$ cat config.mk
export PLATFORM = sky130hd
export DESIGN_NAME = systolic_feeder
export DESIGN_NICKNAME = d
export VERILOG_FILES = /design/src/rtl/systolic_feeder_pkg.sv /design/src/rtl/skew_delay_line.sv /design/src/rtl/systolic_feeder.sv
export SDC_FILE = /design/constraint.sdc
export NUM_CORES = 1
export LEC_CHECK = 0
export CAP_MARGIN = 5
export CORE_ASPECT_RATIO = 0.9
export CORE_MARGIN = 5
export CORE_UTILIZATION = 25
export CTS_BUF_LIST = sky130_fd_sc_hd__clkbuf_8
export CTS_CLUSTER_DIAMETER = 30
export CTS_CLUSTER_SIZE = 10
export DETAILED_ROUTE_END_ITERATION = 8
export GPL_TIMING_DRIVEN = 0
export PLACE_DENSITY = 0.51
export SLEW_MARGIN = 30
export SYNTH_ARGS = -nofsm -noshare
export SYNTH_HDL_FRONTEND = slang
export SYNTH_SLANG_ARGS = --single-unit
export TNS_END_PERCENT = 5
$ cat constraint.sdc
create_clock -name clk -period 2.1 [get_ports clk]
set_input_delay 0.42 -clock clk [delete_from_list [all_inputs] [get_ports clk]]
set_output_delay 0.42 -clock clk [all_outputs]
set_load 0.01 [all_outputs]
$ cat src/rtl/systolic_feeder_pkg.sv
// Shared definitions for the systolic array feeder.
//   feeder_state_t : job sequencing states
//   FLUSH_CYC(n)   : zero-flush length so the last operand reaches PE(n-1,n-1)
//   DRAIN_CYC(n)   : number of result rows drained from the bottom edge
//   lane_t         : one operand lane at the default data width
package systolic_feeder_pkg;

   localparam int unsigned DEF_N  = 4;
   localparam int unsigned DEF_DW = 8;

   typedef logic [DEF_DW-1:0] lane_t;

   typedef enum logic [1:0] {IDLE, STREAM, FLUSH, DRAIN} feeder_state_t;

   // skew (n-1) + array width (n-1) + accumulate (1)
   function automatic int unsigned FLUSH_CYC(input int unsigned n);
      return 2 * n - 1;
   endfunction

   function automatic int unsigned DRAIN_CYC(input int unsigned n);
      return n;
   endfunction

endpackage

$ cat src/rtl/skew_delay_line.sv
// Fixed-depth shift register for one feeder lane.
//   clk, reset (async, active-low clear)
//   d : lane input, shifted in every cycle
//   q : lane output, DEPTH cycles after d is captured
module skew_delay_line #(
   parameter int unsigned DEPTH = 1,
   parameter int unsigned DW    = 8
) (
   input  logic          clk,
   input  logic          reset,
   input  logic [DW-1:0] d,
   output logic [DW-1:0] q
);

   logic [DW-1:0] stage [DEPTH];

   always_ff @(posedge clk or negedge reset) begin
      if (!reset) begin
         for (int unsigned k = 0; k < DEPTH; k++) stage[k] <= '0;
      end else begin
         stage[0] <= d;
         for (int unsigned k = 1; k < DEPTH; k++) stage[k] <= stage[k-1];
      end
   end

   assign q = stage[DEPTH-1];

endmodule

$ cat src/rtl/systolic_feeder.sv
// Left/top edge feeder of an NxN output-stationary PE array.
// Accepts one column per beat, skews lane i by i cycles, and sequences
// the array through clear -> stream -> zero flush -> result drain.
//   clk, reset      : clock, async active-low reset
//   in_valid/ready  : column beat handshake (in_ready decodes from state)
//   in_data         : N lanes of DW bits, lane i -> array row i
//   in_last         : final beat of the job
//   left_out        : skewed lanes into PE column 0
//   pe_clear        : clear PE accumulators (high while idle)
//   pe_through      : PE drain mode
//   drain_valid     : bottom-row down_out carries a result
//   busy            : job in progress
//   done            : pulse on the last drain cycle
module systolic_feeder
   import systolic_feeder_pkg::*;
#(
   parameter int unsigned N  = DEF_N,
   parameter int unsigned DW = DEF_DW
) (
   input  logic            clk,
   input  logic            reset,
   input  logic            in_valid,
   output logic            in_ready,
   input  logic [N*DW-1:0] in_data,
   input  logic            in_last,
   output logic [N*DW-1:0] left_out,
   output logic            pe_clear,
   output logic            pe_through,
   output logic            drain_valid,
   output logic            busy,
   output logic            done
);

   localparam int unsigned CW = $clog2(2 * N) + 1;

   feeder_state_t state, next_state;
   logic [CW-1:0] flush_cnt, drain_cnt, flush_cnt_nxt, drain_cnt_nxt;
   logic          accept;
   logic          clear_nxt, through_nxt, busy_nxt, done_nxt;

   assign in_ready = (state == IDLE) || (state == STREAM);
   assign accept   = in_valid && in_ready;

   // State register; control outputs are registered from next-state values
   always_ff @(posedge clk or negedge reset) begin
      if (!reset) begin
         state       <= IDLE;
         flush_cnt   <= '0;
         drain_cnt   <= '0;
         pe_clear    <= 1'b1;
         pe_through  <= 1'b0;
         drain_valid <= 1'b0;
         busy        <= 1'b0;
         done        <= 1'b0;
      end else begin
         state       <= next_state;
         flush_cnt   <= flush_cnt_nxt;
         drain_cnt   <= drain_cnt_nxt;
         pe_clear    <= clear_nxt;
         pe_through  <= through_nxt;
         drain_valid <= through_nxt;
         busy        <= busy_nxt;
         done        <= done_nxt;
      end
   end

   // Next-state and counter logic
   always_comb begin
      next_state    = state;
      flush_cnt_nxt = flush_cnt;
      drain_cnt_nxt = drain_cnt;
      unique case (state)
         IDLE, STREAM: begin
            if (accept && in_last) begin
               next_state    = FLUSH;
               flush_cnt_nxt = CW'(FLUSH_CYC(N));
            end else if (accept) begin
               next_state = STREAM;
            end
         end
         FLUSH: begin
            flush_cnt_nxt = flush_cnt - 1'b1;
            if (flush_cnt == CW'(1)) begin
               next_state    = DRAIN;
               drain_cnt_nxt = CW'(DRAIN_CYC(N));
            end
         end
         DRAIN: begin
            drain_cnt_nxt = drain_cnt - 1'b1;
            if (drain_cnt == CW'(1)) next_state = IDLE;
         end
         default: next_state = IDLE;
      endcase
   end

   // Output decode, one cycle ahead of the registered outputs
   always_comb begin
      clear_nxt   = (next_state == IDLE);
      through_nxt = (next_state == DRAIN);
      busy_nxt    = (next_state != IDLE);
      done_nxt    = (next_state == DRAIN) && (drain_cnt_nxt == CW'(1));
   end

   // Chains shift every cycle: outside STREAM/FLUSH they only see zeros and
   // are already empty (flush is longer than the deepest lane), so this is
   // equivalent to gating the shift on state.
   for (genvar i = 0; i < N; i++) begin : g_lane
      skew_delay_line #(
         .DEPTH (i + 1),
         .DW    (DW)
      ) u_skew (
         .clk   (clk),
         .reset (reset),
         .d     (accept ? in_data[i*DW +: DW] : '0),
         .q     (left_out[i*DW +: DW])
      );
   end

endmodule
==> flow_metrics.tcl, run 1 <==
set metrics [dict create \
    syn_to_final_growth_pct 37.4 \
    antenna_found_initial 0 \
    worstSetupEndpoint "in_ready" \
    comb_power_share 0.237 \
    met1_length_um 2390 \
    start_kind "register" \
    ys_seq_area_frac 0.761 \
    synth_xor_area_frac 0.00566 \
    place_ws_ns -0.0223 \
    synth-simple-area-share 0.103 \
    final-setup-viol-count 0 \
    hold_viol_final 0 \
    r2r_cells 6 \
    nNetsFinal 337 \
    die_h_um 116 \
    routed_via_density 3.69 \
    leakagePower_uw 0.00206 \
    clkPwrFrac 0.256 \
    rsz0062_at_grt "false" \
    wl_met2_um 2580 \
    wl_um 5390 \
    synth_compound_area_frac 0.0356 \
    floorplan.initialDensity 0.256 \
    seqPwrFrac 0.507 \
    synth_nets 251 \
    wl_per_cell_um 11.7 \
    ys_warn_count 0 \
    port_buffers 73 \
    clkSlewWorstSetupHoldPaths_ns 0.10 \
    highest_layer "met4" \
    fillerInstances 1207 \
    diodes 0 \
    cp.arrival_ns 1.50 \
    final_cell_mix "dfrtp_1 (93), clkdlybuf4s50_1 (72), and2_1 (33)" \
    netlist_instances 211 \
    crit_type "register to output port" \
    gp_congestion 0.729 \
    tightest_slew_ns 0.707 \
    final.min_clock_period_ns 1.92 \
    hpwlAfterDp_um 3640 \
    grt_pass1_vias 1796 \
    hold_class "register to register" \
    r2r_start "flush_cnt[1]" \
    cts_buffers 9 \
    postCtsSetupBuffers 0 \
    rows 38 \
    final_util 0.352 \
    firstDrtPassIters 3 \
    synth_area_per_cell_um2 14.7 \
    first_iter_violations 66 \
    internal_power_uw 3150 \
    slew_violations 0 \
    die_width_um 127 \
    finClkSkew_ns 0.00746 \
    cts_root_buf "clkbuf_8" \
    clockBufferDepth 2 \
    p_per_area_nw_per_um2 1050 \
    maxCapViolations 0 \
    synthMuxAreaShare 0.00324 \
    synthAdderAreaFrac 0.0162 \
    netlist_area_um2 3090 \
    final.period_utilization 0.915 \
    yosysUniqueCellTypes 28 \
    clock_latency_ns 0.35 \
    ys_seq_elements 94 \
    cts_tree "built" \
    grt-ovfl-total 0 \
    grt_max_degree 68 \
    met3_length_um 311 \
    critPathRequiredTime_ns 1.68 \
    outcome "finished, final reports clean" \
    fmax_mhz 521 \
    fin_ws_ns 0.179 \
    track_usage 0.0783 \
    synth_top_family_by_area "simple AND/OR/NAND/NOR gates" \
    h-tree-depth 3 \
    p_switching_uw 1320 \
    drtAntennaViolNets 0 \
    dieArea_um2 14700 \
    drc 0 \
    peakVddDrop_mv 0.393 \
    r2r_setup_slack_ns 0.25 \
    final_common_cell "dfrtp_1" \
    core_um2 12100 \
    ios 74 \
    cts.sinks 94 \
    slew_headroom 0.523 \
    vias 1706 \
    cp_max_fo 7 \
    crit_start "state[1]" \
    switching_share 0.295 \
    drive_gt1_frac 0.149 \
    regToRegEndpoint "done" \
    grt_pass1_wl_um 8940 \
    end_kind "output port" \
]
synth_stat cells, drive strengths merged:
cell type,instances,area share
nor3,4,0.0081
a211o,1,0.0028
ha,4,0.016
a22oi,1,0.0024
a21oi,3,0.0049
and2,33,0.067
nor2,3,0.0036
clkbuf,5,0.0061
nor2b,2,0.0040
nand3,1,0.0016
dfrtp,93,0.75
xor2,1,0.0028
or3,1,0.0020
a2111o,1,0.0036
o31a,1,0.0028
buf,25,0.061
and3,2,0.0040
inv,7,0.0085
dfstp,1,0.0085
nor4,1,0.0020
xnor2,1,0.0028
nand2,7,0.0085
o31ai,1,0.0024
o22ai,1,0.0020
mux2i,1,0.0032
o21ai,9,0.015
nor3b,1,0.0024
what timing repair did:
item,CTS,global route
gates resized for setup,0,0
hold buffers,1,0
hold endpoints to repair,26,0
worst min path at each step:
stage | from | end | slack, ns | depth (start not counted)
after floorplan | reset | busy | 0.12 | 0
after global placement | g_lane[1].u_skew.stage[15] | g_lane[1].u_skew.q[7] | 0.33 | 0
after detailed placement | reset | g_lane[3].u_skew.q[2] | 0.31 | 1
after CTS | g_lane[2].u_skew.stage[9] | g_lane[2].u_skew.q[1] | 0.35 | 0
after global routing | g_lane[2].u_skew.stage[10] | g_lane[2].u_skew.q[2] | 0.35 | 0
final | g_lane[2].u_skew.stage[9] | g_lane[2].u_skew.q[1] | 0.35 | 0
metal layers:
layer | GRT usage | vias up
met4 | 0.0386 | 0
met5 | 0 | -
li1 | - | 815
met3 | 0.0304 | 8
met1 | 0.0959 | 835
met2 | 0.122 | 48
critical path, stage by stage, from the launching register on:
cell             delay, ns
dfrtp_1               0.46
inv_1                 0.14
clkdlybuf4s50_1       0.56
cell type report:
type                    count  area (µm²)  share of cell area
plain buffers              30         206              0.0486
clock buffers              10         138              0.0324
multi-input cells          80         507               0.119
well taps                 160         200              0.0471
repair buffers             75         769               0.181
flip-flops and latches     94        2350               0.554
clock inverters             6        50.0              0.0118
inverters                   7        26.3             0.00618
stage by stage:
step           total power (µW)  hold slack [ns]  setup TNS [ns]  instance area, µm²  cells
3_3_place_gp               3330            0.331         -263.29                4020    444
5_1_grt                    4760            0.354               0                4250    462
4_1_cts                    4570            0.348               0                4250    462
2_1_floorplan              2870            0.124               0                3090    211
6_report                   4460            0.346               0                4250    462
3_5_place_dp               3370            0.313          -0.151                4050    445
power groups by stage:
stage | logic, µW | registers [µW] | clock network [µW]
after detailed placement | 1080 | 2300 | 0
after global placement | 1030 | 2290 | 0
final | 1060 | 2260 | 1140
after global routing | 1170 | 2300 | 1290
after CTS | 1080 | 2260 | 1220
after floorplan | 586 | 2280 | 0
cells by family after synthesis:
| kind of cell | Yosys count |
|---|---|
| AO/OA/AOI/OAI | 18 |
| adder cells (fa/ha/maj) | 4 |
| AND/OR/NAND/NOR | 55 |
| flip-flops | 94 |
| multiplexers | 1 |
| XOR/XNOR | 2 |
| buffers and inverters | 37 |
registers in the layout (all words and copies together) (netlist names):
register / count
pe_clear: 1
g_lane.u_skew.stage: 48
drain_valid: 1
drain_cnt: 4
g_lane.u_skew.q: 32
state: 2
flush_cnt: 4
busy: 1
done: 1
No activity file was read; power rests on OpenSTA's default activity.
==> run 2: changes to the inputs <==
--- a/config.mk
+++ b/config.mk
@@ -13,6 +13,7 @@
 export CTS_CLUSTER_DIAMETER = 30
 export CTS_CLUSTER_SIZE = 10
 export DETAILED_ROUTE_END_ITERATION = 8
+export GPL_ROUTABILITY_DRIVEN = 0
 export GPL_TIMING_DRIVEN = 0
 export PLACE_DENSITY = 0.51
 export SLEW_MARGIN = 30
==> results of run 2 <==
Final layout, timing and power as in run 1 (identical DEF).
==> run 3: changes to the inputs <==
--- a/config.mk
+++ b/config.mk
@@ -9,7 +9,7 @@
 export CORE_ASPECT_RATIO = 0.9
 export CORE_MARGIN = 5
 export CORE_UTILIZATION = 25
-export CTS_BUF_LIST = sky130_fd_sc_hd__clkbuf_8
+export CTS_BUF_LIST = sky130_fd_sc_hd__clkbuf_16
 export CTS_CLUSTER_DIAMETER = 30
 export CTS_CLUSTER_SIZE = 10
 export DETAILED_ROUTE_END_ITERATION = 8
==> run 3 against run 2 <==
First-iteration DRC count fell by 24%. Cell area up 2.1%. Largest power group unchanged. Critical endpoint unchanged. Maximum frequency increased by 1.3%. Critical path type unchanged.
==> flow_metrics.tcl, run 3 (synthesis results as in run 1) <==
set metrics [dict create \
    min_path_cells 0 \
    port_buffers 73 \
    comb_power_share 0.218 \
    worst_path_max_delay_cell "clkdlybuf4s50_1" \
    routed_via_density 3.69 \
    hpwlAfterDp_um 3640 \
    drc 0 \
    cp_max_fo 7 \
    seqPwrFrac 0.467 \
    peakVddDrop_mv 0.403 \
    finClkSkew_ns 0.00601 \
    rows 38 \
    grt_pass1_vias 1800 \
    hold_buffers 1 \
    fillerInstances 1197 \
    min_from "g_lane[2].u_skew.stage[9]" \
    slowest_delay_ns 0.56 \
    drtAntennaViolNets 0 \
    drive_gt1_frac 0.146 \
    dieArea_um2 14700 \
    regToRegEndpoint "done" \
    final_util 0.360 \
    die_width_um 127 \
    min_to "g_lane[2].u_skew.q[1]" \
    placed_area_um2 4050 \
    regMostFlops "g_lane.u_skew.stage" \
    final_cell_mix "dfrtp_1 (93), clkdlybuf4s50_1 (72), and2_1 (33)" \
    final.min_clock_period_ns 1.90 \
    hold_viol_final 0 \
    p_per_area_nw_per_um2 1120 \
    slew_headroom 0.524 \
    fmax_mhz 527 \
    maxCapViolations 0 \
    p_switching_uw 1370 \
    tightest_slew_ns 0.707 \
    outcome "finished, final reports clean" \
    final_common_cell "dfrtp_1" \
    leakagePower_uw 0.00210 \
    final-setup-viol-count 0 \
    internal_power_uw 3490 \
    firstDrtPassIters 3 \
    grt-ovfl-total 0 \
    slew_violations 0 \
    largest_reg_flops 48 \
    vias 1707 \
    ios 74 \
    clkSlewWorstSetupHoldPaths_ns 0.07 \
    critPathRequiredTime_ns 1.68 \
    start_kind "register" \
    r2r_cells 6 \
    switching_share 0.282 \
    place_ws_ns -0.0223 \
    antenna_found_initial 0 \
    floorplan.initialDensity 0.256 \
    diodes 0 \
    syn_to_final_growth_pct 40.4 \
    track_usage 0.0779 \
    r2r_start "flush_cnt[1]" \
    finalSetupTns_ns 0 \
    nNetsFinal 337 \
    h-tree-depth 3 \
    cts_root_buf "clkbuf_16" \
    cts_tree "built" \
    clkPwrFrac 0.315 \
    cts.sinks 94 \
    core_um2 12100 \
    cts_resized 0 \
    crit_type "register to output port" \
    cp.arrival_ns 1.48 \
    cts_buffers 9 \
    die_h_um 116 \
    wl_um 5390 \
    final.period_utilization 0.903 \
    seq_area_um2 2350 \
    rsz0062_at_grt "false" \
    grt_pass1_wl_um 8910 \
    fin_ws_ns 0.203 \
    multiInputGateArea_um2 507 \
    end_kind "output port" \
    clockBufferDepth 2 \
    first_iter_violations 50 \
    clock_latency_ns 0.34 \
    r2r_setup_slack_ns 0.26 \
    wl_per_cell_um 11.7 \
    hold_class "register to register" \
    grt_max_degree 68 \
    crit_chain "inv_1 -> clkdlybuf4s50_1" \
    stdcell_area_um2 4340 \
    postCtsSetupBuffers 0 \
]
[run 3: worst max-delay path by stage]
stage | startpoint | to | slack (ns) | depth (start not counted)
6_report | state[1] | in_ready | 0.20 | 2
4_1_cts | state[1] | in_ready | 0.18 | 2
2_1_floorplan | flush_cnt[1] | done | 0.59 | 6
5_1_grt | state[1] | in_ready | 0.14 | 2
3_3_place_gp | reset | g_lane[0].u_skew.q[6] | -2.82 | 1
3_5_place_dp | in_valid | g_lane[1].u_skew.stage[9] | -0.02 | 4
[run 3: final cells by class]
class | instances | area share
inverters | 7 | 0.00605
clock inverters | 7 | 0.0124
flip-flops and latches | 94 | 0.542
plain buffers | 30 | 0.0476
multi-input cells | 80 | 0.117
well taps | 160 | 0.0461
clock buffers | 9 | 0.0519
repair buffers | 75 | 0.177
[run 3: stage by stage]
step / hold slack [ns] / total power (µW) / cells
finish: 0.342 / 4850 / 462
global route: 0.350 / 5140 / 462
CTS: 0.348 / 4950 / 462
detailed placement: 0.313 / 3370 / 445
global placement: 0.331 / 3330 / 444
floorplan: 0.124 / 2870 / 211
[run 3: power by group through the flow]
stage / logic [µW] / registers (µW) / clock network, µW
after global placement: 1030 / 2290 / 0
after CTS: 1080 / 2270 / 1600
final: 1060 / 2270 / 1530
after floorplan: 586 / 2280 / 0
after detailed placement: 1080 / 2300 / 0
after global routing: 1170 / 2300 / 1670
[run 3: worst max-delay path: cells and delay by family (launching register included)]
family	cells	cell delay, ns
buffers and inverters	2	0.70
DFF	1	0.45
[run 3: routing by layer]
metal	global-route usage	vias to the layer above	part of all wire
met3	0.0304	8	0.057
met4	0.0365	0	0.022
li1	-	816	-
met1	0.0959	836	0.44
met2	0.121	47	0.48
met5	0	-	0
